$ cat config.mk
export PLATFORM = sky130hd
export DESIGN_NAME = pipe_stage_reg
export DESIGN_NICKNAME = d
export VERILOG_FILES = /design/src/rtl/pipe_stage_reg.sv
export SDC_FILE = /design/constraint.sdc
export NUM_CORES = 1
export LEC_CHECK = 0
export ABC_AREA = 1
export CAP_MARGIN = 30
export CORE_AREA = 2 2 130 132
export CTS_BUF_LIST = sky130_fd_sc_hd__clkbuf_4 sky130_fd_sc_hd__clkbuf_8 sky130_fd_sc_hd__clkbuf_16
export DETAILED_ROUTE_END_ITERATION = 10
export DIE_AREA = 0 0 132 134
export GPL_ROUTABILITY_DRIVEN = 0
export GPL_TIMING_DRIVEN = 0
export PLACE_DENSITY = 0.78
export SYNTH_ARGS = -nofsm -noshare
export SYNTH_HDL_FRONTEND = slang
export SYNTH_SLANG_ARGS = --single-unit
$ cat constraint.sdc
create_clock -name clk -period 2.4 [get_ports clk]
set_input_delay 0.24 -clock clk [delete_from_list [all_inputs] [get_ports clk]]
set_output_delay 0.24 -clock clk [all_outputs]
set_load 0.01 [all_outputs]
$ cat src/rtl/pipe_stage_reg.sv
// pipe_stage_reg: DEPTH-deep valid/ready pipeline register with bubble collapse, flush and occupancy count
module pipe_stage_reg #(
    parameter int DATA_W = 101,
    parameter int CTRL_W = 5,
    parameter int DEPTH  = 1,
    parameter int CNT_W  = 4
) (
    input  logic              clk,
    input  logic              rst,
    input  logic              in_valid,
    output logic              in_ready,
    input  logic [DATA_W-1:0] in_data,
    input  logic [CTRL_W-1:0] in_ctrl,
    input  logic              flush,
    output logic              out_valid,
    input  logic              out_ready,
    output logic [DATA_W-1:0] out_data,
    output logic [CTRL_W-1:0] out_ctrl,
    output logic [CNT_W-1:0]  count
);
    logic [DEPTH-1:0]  v_q, v_d, adv;
    logic [DEPTH:0]    ld;
    logic [DATA_W-1:0] d_q [DEPTH];
    logic [DATA_W-1:0] d_d [DEPTH];
    logic [CTRL_W-1:0] c_q [DEPTH];
    logic [CTRL_W-1:0] c_d [DEPTH];
    logic [CNT_W-1:0]  cnt_q, cnt_d;
    logic              acc;

    // a slot moves forward when the slot ahead is empty or is itself moving
    always_comb begin
        adv = '0;
        adv[DEPTH-1] = v_q[DEPTH-1] & out_ready;
        for (int i = DEPTH - 2; i >= 0; i--)
            adv[i] = v_q[i] & (~v_q[i+1] | adv[i+1]);
    end

    assign in_ready = ~v_q[0] | adv[0];
    assign acc      = in_valid & in_ready;
    // ld[i] means slot i is refilled this edge: from the input for slot 0, from slot i-1 otherwise
    assign ld       = {adv, acc};

    // next slot contents: refill, vacate, or stall; flush kills valids and controls but leaves data alone
    always_comb begin
        for (int i = 0; i < DEPTH; i++) begin
            v_d[i] = ld[i] ? 1'b1 : (adv[i] ? 1'b0 : v_q[i]);
            d_d[i] = (ld[i] && !flush) ? ((i == 0) ? in_data : d_q[(i == 0) ? 0 : i - 1]) : d_q[i];
            c_d[i] = ld[i] ? ((i == 0) ? in_ctrl : c_q[(i == 0) ? 0 : i - 1]) : (adv[i] ? '0 : c_q[i]);
            if (flush) begin
                v_d[i] = 1'b0;
                c_d[i] = '0;
            end
        end
    end

    // occupancy is the popcount of the next valid vector so it always matches v after the edge
    always_comb begin
        cnt_d = '0;
        for (int i = 0; i < DEPTH; i++)
            cnt_d = cnt_d + CNT_W'(v_d[i]);
    end

    // slot state registers; reset wins over flush and input
    always_ff @(posedge clk) begin
        if (rst) begin
            v_q   <= '0;
            cnt_q <= '0;
            for (int i = 0; i < DEPTH; i++) begin
                d_q[i] <= '0;
                c_q[i] <= '0;
            end
        end else begin
            v_q   <= v_d;
            cnt_q <= cnt_d;
            d_q   <= d_d;
            c_q   <= c_d;
        end
    end

    assign out_valid = v_q[DEPTH-1];
    assign out_data  = d_q[DEPTH-1];
    assign out_ctrl  = v_q[DEPTH-1] ? c_q[DEPTH-1] : '0;
    assign count     = cnt_q;
endmodule
# After elaboration in Yosys (flattened, before gate mapping)
# Cells that the tools add are included.
# word_totals
input_bits,111
ff_bits,110
output_inout_bits,112
# classes
reduce_logical,4
mux,6
bitwise,4
# op_table
cell,count
5-bit two-way mux,3
1-bit two-way mux,3
1-bit AND,2
2-bit nonzero test,1
2-bit OR reduction,1
1-bit logical AND,1
1-bit zero test,1
1-bit inverter,1
1-bit OR,1

# Depth between registers and ports, before layout
# Gate-level depths: netlist of run 1.
# depth
word_depth,5
ltp_mapped,8
depth_no_buf,6

# Least setup slack after synthesis of run 1
# No wires, ideal clock.
# synth_timing
path_kind,flip-flop to flip-flop
startpoint,register count[0] (netlist name)
endpoint,"register d_q, in the netlist out_data[86]"
setup_ps,110
synth_period_minus_slack_ps,1210
stages_incl_launch_ff,8
path_slack_ps,1190
t_arrival_ps,1100
path_buffers,3
path_cell_list,dfxtp_1 -> buf_4 -> nand2_4 -> buf_4 -> buf_2 -> nand4_1 -> nand2_1 -> nor2_1
# synth_rtl
item,line_no,source
"end signal, assigned by index",69,d_q[i] <= '0;
"end signal, assigned",75,d_q <= d_d;
"end, declared",23,logic [DATA_W-1:0] d_q [DEPTH];

==> out/qor.csv, run 1 <==
stage,metric,value,unit
place,Placement Setup Slack,332,ps
finish,Filler Cells Inserted,1630,
clocking,clock slew seen by the registers of the worst setup and hold paths,70,ps
critical_path,endpoint of the worst-slack reg-to-reg timing path,out_data[68],
critical_path,number of buffer and inverter instances along the worst setup path,3,
logic_synthesis,Cells after Synth,912,
min_path,number of cells traversed by the worst hold path,3,
grt,pin count of the biggest net entering global routing,17,
critical_path,"Cell Chain, Critical Path",buf_4 > nand2_4 > buf_2 > clkdlybuf4s50_1,
grt,vias in the first global route,5316,
critical_path,required time reported for the critical path endpoint,2160,ps
run,max-cap violations,0,
floorplanning,starting density of the core,34.2,%
drt,detailed-route vias per instance,4.24,
power,power density over the cells,553,mW/mm^2
logic_synthesis,Synth cell types,16,
drt,Antenna Violating Nets Remaining,0,
sta,Hold Fails Final Rpt,0,
critical_path,Reg2Reg Launch Point,count[0],
finish,Seq. cell area,0.00214,mm^2
clocking,CTS tree,built,
sta,total setup violations reported at the end of the flow,0,
drt,Routed WL,16300,um
floorplanning,number of rows created at floorplan,47,
logic_synthesis,number of warnings reported in the yosys synthesis log,0,
critical_path,Setup crit start kind,flop,
floorplanning,Die X,132,um
drt,total number of vias,5800,
sta,setup repair after global routing missed its margin,false,
logic_synthesis,Syn Area/Cell,6.11,um^2
min_path,Worst Hold End,c_q[0],
sta,Post-Route Skew,6.12,ps
grt,GRT Util Overall,18.1,%
floorplanning,area of the core,0.0163,mm^2
logic_synthesis,post-synth design cell area,0.00557,mm^2
grt,number of antenna violations at the first check in global routing,0,
clocking,Post-CTS Setup Inserts,0,
clocking,number of buffers between clock root and the deepest sink,2,
min_path,hold path startpoint,in_ctrl[0],
clocking,worst skew pair latency,350,ps
drt,DRC errors left,0,
sta,final worst-path setup slack,218,ps
critical_path,biggest cell delay along the critical path,590,ps
sta,ratio of final minimum period to clock period,90.9,%
critical_path,type of the worst setup path,reg2out,
floorplanning,number of top-level design ports,223,
logic_synthesis,#FFs+latches synth,107,
power,largest voltage drop on the vdd net,303,uV
drt,initial drt markers,286,
finish,area of combinational cells with multiple inputs,0.00191,mm^2
clocking,number of instances resized during post-cts repair,0,
grt,first-pass GRT wire length,25900,um
power,Static Leak,4.44,nW
logic_synthesis,post-synthesis sequential area ratio,38.5,%
finish,synthesis-to-finish area growth,50.1,%
drt,routed len/inst,11.9,um
finish,ant diodes,0,
critical_path,maximum fanout along the worst path,10,
sta,number of pins with negative max-slew slack in the final report,0,
clocking,total number of clock tree sinks,107,
min_path,Hold/Removal Path Class,in2reg,
outcome,outcome,finished clean,
critical_path,depth of the worst register-to-register path,7,
sta,Total Negative Setup Slacks,0,ps
critical_path,"delay-heaviest family, CP",buffers and inverters,
sta,Highest Clock Rate,0.458,GHz
critical_path,Critical Path AT,1940,ps
critical_path,highest-delay cell along the critical path,sky130_fd_sc_hd__clkdlybuf4s50_1,
floorplanning,vertical extent of the die,134,um
floorplanning,Total Die Area,0.0177,mm^2
clocking,H-tree levels,3,
critical_path,sort of element at the end of the critical path,output pin,
sta,minimum period implied by the final worst setup slack,2180,ps
drt,DRT Pass-1 Iters,5,
finish,ratio of cells with drive above 1 in the final layout,4.88,%
clocking,number of clock buffers inserted by TritonCTS,9,
clocking,clock root buffer master,sky130_fd_sc_hd__clkbuf_16,
clocking,hold buffer count at cts,0,
place,half-perimeter wire length of the detailed placement result,12000,um
grt,global route total overflow,0,
sta,post-route worst hold slack,474,ps
place,quantity of I/O buffers inserted on ports,218,
critical_path,slack of the worst reg-to-reg path,880,ps
finish,layout net count,1254,
-- state kept, by name, indices dropped and copies added (netlist names) --
signal	flops
out_data	101
c_q	5
count	1
-- power by group --
part	internal (mW)	switching (mW)
clock	0.952	0.681
sequential	1.90	0.0612
combinational	0.542	0.490
-- per-layer routing --
metal  GRT usage, %  routed length [um]  vias up
met5              0                   0        -
met4           5.74                 280        0
met3           5.78                1240       18
li1               -                   -     3064
met1           22.2                7190     2531
met2           30.3                7560      187
-- worst max-delay path by stage --
stage / to / slack, ps / cells after the start / startpoint
after floorplan: out_data[86] / 1190 / 7 / count[0]
after global placement: in_ready / 350 / 5 / out_ready
after detailed placement: in_ready / 330 / 5 / out_ready
after CTS: in_ready / 200 / 4 / count[0]
after global routing: in_ready / 140 / 4 / count[0]
final: in_ready / 220 / 4 / count[0]
-- cell type report --
| class | count | share of cell area, % |
|---|---|---|
| Buffer | 61 | 4.16 |
| Clock buffer | 12 | 2.96 |
| Multi-Input combinational cell | 433 | 22.9 |
| Sequential cell | 107 | 25.6 |
| Inverter | 313 | 14.1 |
| Timing Repair Buffer | 218 | 26.1 |
| Tap cell | 220 | 3.29 |
| Clock inverter | 4 | 0.898 |
-- cell usage after synthesis (all sizes together) --
library cell | n | area [um^2]
a21oi | 6 | 30.0
conb | 1 | 3.75
dfxtp | 107 | 2140
nand2 | 211 | 800
nor2 | 101 | 379
nand4 | 101 | 632
nand3 | 11 | 60.1
clkbuf | 17 | 63.8
inv | 313 | 1170
buf | 44 | 284
-- kinds of logic (layout without fill, tap and decap cells) --
group                  count (synthesis)  in the layout  synth area share (%)
flip-flops                           107            107                  38.5
AO/OA/AOI/OAI                          6              6                 0.539
AND/OR/NAND/NOR                      424            424                  33.6
buffers and inverters                374            608                  27.3
other                                  1              3                0.0673
-- layout by cell type (no fill, tap or decap) --
master and count:
sky130_fd_sc_hd__nor2_1 101, sky130_fd_sc_hd__dfxtp_1 107, sky130_fd_sc_hd__clkdlybuf4s50_1 218, sky130_fd_sc_hd__nand2_1 210, sky130_fd_sc_hd__buf_2 17, sky130_fd_sc_hd__clkbuf_16 9, sky130_fd_sc_hd__a21oi_1 6, sky130_fd_sc_hd__inv_1 308
sky130_fd_sc_hd__buf_4 6, sky130_fd_sc_hd__nand3_1 10, sky130_fd_sc_hd__bufinv_16 2, sky130_fd_sc_hd__nand4_1 101, sky130_fd_sc_hd__conb_1 3, sky130_fd_sc_hd__clkinvlp_4 2, sky130_fd_sc_hd__inv_2 5, sky130_fd_sc_hd__nand3_2 1
sky130_fd_sc_hd__nand2_4 1, sky130_fd_sc_hd__clkbuf_1 17, sky130_fd_sc_hd__clkbuf_4 3, sky130_fd_sc_hd__buf_1 11, sky130_fd_sc_hd__buf_6 10
-- through the flow --
stage | instance area, um^2 | total power, mW | utilization [%] | instances
6_report | 8360 | 4.62 | 51.3 | 1368
4_1_cts | 8360 | 4.67 | 51.3 | 1368
3_5_place_dp | 8030 | 3.03 | 49.3 | 1352
3_3_place_gp | 8030 | 3.01 | 49.3 | 1352
2_1_floorplan | 5580 | 2.50 | - | 914
5_1_grt | 8360 | 4.86 | 51.3 | 1368
-- worst reg2reg max path: stages (launching register included) --
cell                      delay (ps)
sky130_fd_sc_hd__dfxtp_1         360
sky130_fd_sc_hd__buf_4           190
sky130_fd_sc_hd__nand2_4         180
sky130_fd_sc_hd__buf_4           230
sky130_fd_sc_hd__buf_2           230
sky130_fd_sc_hd__nand4_1         110
sky130_fd_sc_hd__nand2_1          70
sky130_fd_sc_hd__nor2_1           50
No activity file was read; power rests on OpenSTA's default activity.
==> run 2, diff against run 1 <==
--- a/config.mk
+++ b/config.mk
@@ -13,7 +13,9 @@
 export DIE_AREA = 0 0 132 134
 export GPL_ROUTABILITY_DRIVEN = 0
 export GPL_TIMING_DRIVEN = 0
+export HOLD_SLACK_MARGIN = 0.1
 export PLACE_DENSITY = 0.78
+export RECOVER_POWER = 25
 export SYNTH_ARGS = -nofsm -noshare
 export SYNTH_HDL_FRONTEND = slang
 export SYNTH_SLANG_ARGS = --single-unit
==> run 2 against run 1 <==
  * Global-route usage did not move
  * Via count is 0.14% higher
  * First-iteration DRC count is 5.9% lower
  * Cell area hardly changed
  * Flip-flop and latch count stayed put
  * Power down 0.61%
  * Largest power group unchanged
==> out/qor.csv, run 2 (same netlist as run 1, synthesis figures left out) <==
stage,metric,value,unit,change
floorplanning,starting density of the core,34.2,%,unchanged
floorplanning,Die X,132,um,unchanged
finish,final core utilization,51.3,%,about the same
sta,Post-Route Skew,5.07,ps,-1.05 ps
critical_path,maximum fanout along the worst path,10,,unchanged
sta,post-route worst hold slack,475,ps,+1.50 ps
grt,first-pass GRT wire length,25900,um,unchanged
critical_path,Reg2Reg Launch Point,count[0],,
grt,GRT Util Overall,18.1,%,unchanged
floorplanning,area of the core,0.0163,mm^2,unchanged
finish,ratio of cells with drive above 1 in the final layout,4.62,%,-0.26 points
clocking,number of instances resized during post-cts repair,0,,unchanged
clocking,number of clock buffers inserted by TritonCTS,9,,unchanged
run,max-cap violations,0,,unchanged
finish,Filler Cells Inserted,1633,,+0.18%
critical_path,type of the worst setup path,reg2out,,
outcome,outcome,finished clean,,
finish,layout net count,1254,,unchanged
sta,slew at the pin with the worst max-slew slack,803,ps,
floorplanning,Total Die Area,0.0177,mm^2,unchanged
finish,synthesis-to-finish area growth,49.9,%,about the same
critical_path,depth of the worst register-to-register path,7,,unchanged
critical_path,Setup crit start kind,flop,,
drt,DRT Pass-1 Iters,5,,unchanged
sta,Highest Clock Rate,0.462,GHz,+0.83%
clocking,clock slew seen by the registers of the worst setup and hold paths,70,ps,about the same
sta,worst max-slew margin expressed relative to the limit,46.5,%,
power,Static Leak,4.53,nW,+2.1%
grt,pin count of the biggest net entering global routing,17,,unchanged
clocking,hold buffer count at cts,0,,unchanged
min_path,number of cells traversed by the worst hold path,3,,unchanged
critical_path,endpoint of the worst-slack reg-to-reg timing path,out_data[98],,
sta,Hold Fails Final Rpt,0,,unchanged
finish,"most common cell after layout, fill and taps aside",sky130_fd_sc_hd__inv_1,,
grt,global route total overflow,0,,unchanged
clocking,number of buffers between clock root and the deepest sink,2,,unchanged
critical_path,Critical Path AT,1920,ps,-20 ps
grt,number of antenna violations at the first check in global routing,0,,unchanged
grt,vias in the first global route,5316,,unchanged
min_path,hold path startpoint,in_ctrl[3],,
clocking,Post-CTS Setup Inserts,0,,unchanged
clocking,H-tree levels,3,,unchanged
floorplanning,number of rows created at floorplan,47,,unchanged
finish,ant diodes,0,,unchanged
drt,Routed WL,16300,um,about the same
min_path,Hold/Removal Path Class,in2reg,,
floorplanning,number of top-level design ports,223,,unchanged
clocking,total number of clock tree sinks,107,,unchanged
min_path,Worst Hold End,c_q[3],,
critical_path,sort of element at the end of the critical path,output pin,,
sta,number of pins with negative max-slew slack in the final report,0,,unchanged
floorplanning,vertical extent of the die,134,um,unchanged
drt,routed len/inst,11.9,um,about the same
clocking,CTS tree,built,,
clocking,clock root buffer master,sky130_fd_sc_hd__clkbuf_16,,
finish,most used cells in the layout excluding fill and tap cells,"sky130_fd_sc_hd__inv_1, sky130_fd_sc_hd__nand2_1, sky130_fd_sc_hd__clkdlybuf4s50_1, sky130_fd_sc_hd__dfxtp_1",,
sta,minimum period implied by the final worst setup slack,2160,ps,-18.0 ps
place,quantity of I/O buffers inserted on ports,218,,unchanged
sta,ratio of final minimum period to clock period,90.2,%,-0.75 points
drt,DRC errors left,0,,unchanged
clocking,worst skew pair latency,350,ps,about the same
sta,setup repair after global routing missed its margin,false,,
sta,Total Negative Setup Slacks,0,ps,unchanged
drt,initial drt markers,269,,-5.9%
finish,number of flip-flops in the largest register,101,,unchanged
sta,total setup violations reported at the end of the flow,0,,unchanged
place,half-perimeter wire length of the detailed placement result,12000,um,unchanged
critical_path,required time reported for the critical path endpoint,2160,ps,about the same
drt,Antenna Violating Nets Remaining,0,,unchanged
critical_path,slack of the worst reg-to-reg path,820,ps,-60 ps
drt,total number of vias,5808,,+0.14%
drt,detailed-route vias per instance,4.25,,+0.14%
power,power density over the cells,550,mW/mm^2,-0.52%
power,largest voltage drop on the vdd net,302,uV,-0.16%
run 2: cell count changes in the layout (fill, tap and decap cells not counted):
cell                              previous run  this run
sky130_fd_sc_hd__clkdlybuf4s50_1           218       177
sky130_fd_sc_hd__dlygate4sd3_1               0        41
sky130_fd_sc_hd__buf_2                      17        15
sky130_fd_sc_hd__clkbuf_1                   17        19
sky130_fd_sc_hd__nand3_1                    10        11
sky130_fd_sc_hd__nand3_2                     1         0
run 2: metal layers:
layer,wire length (um),track usage (%)
met1,7220,22.2
met2,7520,30.3
met3,1270,5.78
met4,265,5.74
met5,0,0
run 2: layout make-up:
type	count	area (um^2)	area share, %
clock buffer	12	248	2.97
sequential	107	2140	25.7
tap	220	275	3.30
inverter	313	1170	14.1
timing repair buffer	218	2180	26.1
clock inverter	4	75.1	0.899
multi-input combinational	433	1910	22.8
buffer	61	345	4.14
run 2: through the flow:
step | cell area (um^2) | instances | worst slack (ps) | power (mW)
5_1_grt | 8350 | 1368 | 140 | 4.84
4_1_cts | 8360 | 1368 | 200 | 4.67
3_3_place_gp | 8030 | 1352 | 354 | 3.01
2_1_floorplan | 5580 | 914 | 1190 | 2.50
6_report | 8350 | 1368 | 236 | 4.59
3_5_place_dp | 8030 | 1352 | 332 | 3.03
run 2: how the worst max path moves through the flow:
| stage | from | endpoint | slack [ps] | cells after the start |
|---|---|---|---|---|
| after global placement | out_ready | in_ready | 350 | 5 |
| after CTS | count[0] | in_ready | 200 | 4 |
| final | count[0] | in_ready | 240 | 4 |
| after floorplan | count[0] | out_data[86] | 1190 | 7 |
| after global routing | count[0] | in_ready | 140 | 4 |
| after detailed placement | out_ready | in_ready | 330 | 5 |
run 2: worst max-delay path: stages (launching register included):
cell and delay, ps:
sky130_fd_sc_hd__dfxtp_1 350, sky130_fd_sc_hd__buf_4 190, sky130_fd_sc_hd__nand2_4 180, sky130_fd_sc_hd__buf_2 260
sky130_fd_sc_hd__clkdlybuf4s50_1 590
run 2: power breakdown:
group | switching (mW) | internal (mW) | total [mW] | leakage, nW
logic | 0.491 | 0.524 | 1.01 | 3.50
registers | 0.0589 | 1.90 | 1.96 | 0.883
clock network | 0.673 | 0.951 | 1.62 | 0.153
==> run 3, diff against run 2 <==
--- a/config.mk
+++ b/config.mk
@@ -16,6 +16,8 @@
 export HOLD_SLACK_MARGIN = 0.1
 export PLACE_DENSITY = 0.78
 export RECOVER_POWER = 25
+export REMOVE_ABC_BUFFERS = 1
+export SKIP_LAST_GASP = 1
 export SYNTH_ARGS = -nofsm -noshare
 export SYNTH_HDL_FRONTEND = slang
 export SYNTH_SLANG_ARGS = --single-unit
==> run 3 against run 2 <==
  * Clock power decreased by 11%
  * Clock skew increased by 5.4 ps
  * Cell count decreased by 4.0%
  * Non-clock buffer count decreased by 55
  * Wire length decreased by 5.8%
  * Clock-buffer cell count increased by 1
  * Die area unchanged
  * Cell area decreased by 2.5%
  * Worst hold slack got worse by 7.7 ps
  * Sequential share of layout area increased by 0.66 points
  * Largest cell class unchanged
  * Global-route usage decreased by 0.86 points
==> out/qor.csv, run 3 (same netlist as run 1, synthesis figures left out) <==
stage,metric,value,unit,change
floorplanning,Total Die Area,0.0177,mm^2,unchanged
run,max-cap violations,0,,unchanged
power,Switch Pwr,1.18,mW,-3.5%
finish,ant diodes,0,,unchanged
clocking,total number of clock tree sinks,107,,unchanged
finish,"most common cell after layout, fill and taps aside",sky130_fd_sc_hd__inv_1,,
critical_path,number of buffer and inverter instances along the worst setup path,3,,unchanged
critical_path,sort of element at the end of the critical path,flop,,
power,relative contribution of the clock network to total power,32.8,%,-2.5 points
sta,worst max-slew margin expressed relative to the limit,54.6,%,+8.1 points
critical_path,Setup crit start kind,flop,,
clocking,CTS tree,built,,
clocking,H-tree levels,3,,unchanged
drt,Routed WL,15300,um,-5.8%
drt,DRC errors left,0,,unchanged
sta,ratio of final minimum period to clock period,91.2,%,+0.98 points
grt,global route total overflow,0,,unchanged
sta,Total Negative Setup Slacks,0,ps,unchanged
clocking,clock slew seen by the registers of the worst setup and hold paths,70,ps,about the same
critical_path,required time reported for the critical path endpoint,2650,ps,+490 ps
floorplanning,vertical extent of the die,134,um,unchanged
outcome,outcome,finished clean,,
sta,Hold Fails Final Rpt,0,,unchanged
min_path,Hold/Removal Path Class,in2reg,,
grt,GRT Util Overall,17.2,%,-0.86 points
critical_path,"delay-heaviest family, CP",simple AND/OR/NAND/NOR gates,,
drt,total number of vias,5606,,-3.5%
finish,number of flip-flops in the largest register,101,,unchanged
critical_path,type of the worst setup path,reg2reg,,
power,total internal power,3.19,mW,-5.3%
grt,number of antenna violations at the first check in global routing,0,,unchanged
clocking,number of clock buffers inserted by TritonCTS,9,,unchanged
floorplanning,Die X,132,um,unchanged
power,combinational power share,22.4,%,+0.3 points
floorplanning,number of top-level design ports,223,,unchanged
sta,Highest Clock Rate,0.457,GHz,-1.1%
critical_path,highest-delay cell along the critical path,sky130_fd_sc_hd__dfxtp_1,,
finish,layout net count,1200,,-4.3%
finish,final core utilization,50.0,%,-1.3 points
sta,post-route worst hold slack,468,ps,-7.72 ps
drt,routed len/inst,11.7,um,-1.9%
power,Static Leak,4.43,nW,-2.2%
power,power density over the cells,537,mW/mm^2,-2.4%
power,Sw Ratio,27.0,%,+0.38 points
sta,number of pins with negative max-slew slack in the final report,0,,unchanged
grt,pin count of the biggest net entering global routing,72,,+55
critical_path,Critical Path AT,2430,ps,+510 ps
sta,Post-Route Skew,10.5,ps,+5.45 ps
drt,detailed-route vias per instance,4.27,,+0.57%
clocking,hold buffer count at cts,0,,unchanged
place,Placement Setup Slack,-417,ps,-748 ps
grt,first-pass GRT wire length,25200,um,-2.4%
drt,DRT Pass-1 Iters,4,,-1
power,sequential share of power,44.8,%,+2.2 points
sta,slew at the pin with the worst max-slew slack,681,ps,-122 ps
sta,total setup violations reported at the end of the flow,0,,unchanged
floorplanning,starting density of the core,34.2,%,unchanged
place,quantity of I/O buffers inserted on ports,219,,+0.46%
floorplanning,number of rows created at floorplan,47,,unchanged
drt,Antenna Violating Nets Remaining,0,,unchanged
critical_path,maximum fanout along the worst path,71,,+61
sta,final worst-path setup slack,212,ps,-23.6 ps
power,largest voltage drop on the vdd net,300,uV,-0.71%
critical_path,"Cell Chain, Critical Path",nand2_8 > buf_16 > nand3_4 > buf_12 > nand2_1 > inv_1 > nor2_1,,
place,half-perimeter wire length of the detailed placement result,9970,um,-17%
finish,most used cells in the layout excluding fill and tap cells,"sky130_fd_sc_hd__inv_1, sky130_fd_sc_hd__nand2_1, sky130_fd_sc_hd__clkdlybuf4s50_1, sky130_fd_sc_hd__dfxtp_1",,
floorplanning,area of the core,0.0163,mm^2,unchanged
clocking,clock root buffer master,sky130_fd_sc_hd__clkbuf_16,,
clocking,number of buffers between clock root and the deepest sink,2,,unchanged
power,power after layout,4.37,mW,-4.8%
sta,minimum period implied by the final worst setup slack,2190,ps,+23.6 ps
grt,vias in the first global route,5078,,-4.5%
sta,setup repair after global routing missed its margin,false,,
critical_path,biggest cell delay along the critical path,600,ps,about the same
finish,Filler Cells Inserted,1632,,-0.061%
drt,initial drt markers,251,,-6.7%
finish,synthesis-to-finish area growth,46.1,%,
clocking,worst skew pair latency,340,ps,about the same
finish,ratio of cells with drive above 1 in the final layout,2.84,%,-1.8 points
-- run 3: final timing paths --
kind / to / startpoint / slack [ps] / cells past startpoint
worst min register to register: c_q[4] / c_q[4] / 480 / 2
worst max-delay path: out_data[39] / count[0] / 210 / 7
worst min-delay path: count[0] / in_valid / 470 / 3
worst max register to register: out_data[39] / count[0] / 210 / 7
-- run 3: power groups by stage --
stage	clock network (mW)	registers (mW)	logic, mW
after floorplan	0	2.05	0.395
after global placement	0	1.99	1.00
after detailed placement	0	2.00	1.00
after CTS	1.51	1.96	1.01
after global routing	1.56	1.97	1.09
final	1.44	1.96	0.979
-- run 3: per-layer routing --
layer	wire length [um]	vias to the layer above	global-route usage, %	share of wire [%]
met5	0	-	0	0
met4	421	0	7.43	2.7
met3	1030	26	3.89	6.7
met2	7310	165	29.3	48
met1	6560	2456	21.0	43
li1	-	2959	-	-
-- run 3: layout make-up --
| cell class | count | area, um^2 | share of cell area, % |
|---|---|---|---|
| multi-input combinational | 434 | 1940 | 23.8 |
| timing repair buffer | 224 | 2320 | 28.5 |
| clock inverter | 2 | 10.0 | 0.123 |
| clock buffer | 13 | 274 | 3.37 |
| inverter | 313 | 1180 | 14.5 |
| tap | 220 | 275 | 3.38 |
| sequential | 107 | 2140 | 26.3 |
-- run 3: worst register-to-register path: stages (launching register included) --
cell,delay (ps)
sky130_fd_sc_hd__dfxtp_1,600
sky130_fd_sc_hd__nand2_8,250
sky130_fd_sc_hd__buf_16,290
sky130_fd_sc_hd__nand3_4,420
sky130_fd_sc_hd__buf_12,290
sky130_fd_sc_hd__nand2_1,130
sky130_fd_sc_hd__inv_1,70
sky130_fd_sc_hd__nor2_1,40
-- run 3: stage by stage --
| stage | cell area, um^2 | std cells |
|---|---|---|
| after detailed placement | 7840 | 1297 |
| after CTS | 8130 | 1313 |
| after floorplan | 5230 | 853 |
| final | 8140 | 1313 |
| after global routing | 8140 | 1313 |
| after global placement | 7700 | 1292 |
-- run 3: repair_timing --
item                                   4_1_cts  5_1_grt
setup endpoints to repair                   53       17
gates cloned                                 1        0
pin swaps                                    1        0
endpoints found under the hold margin        0        0
gates resized for setup                      0        1
buffers inserted                             0        0
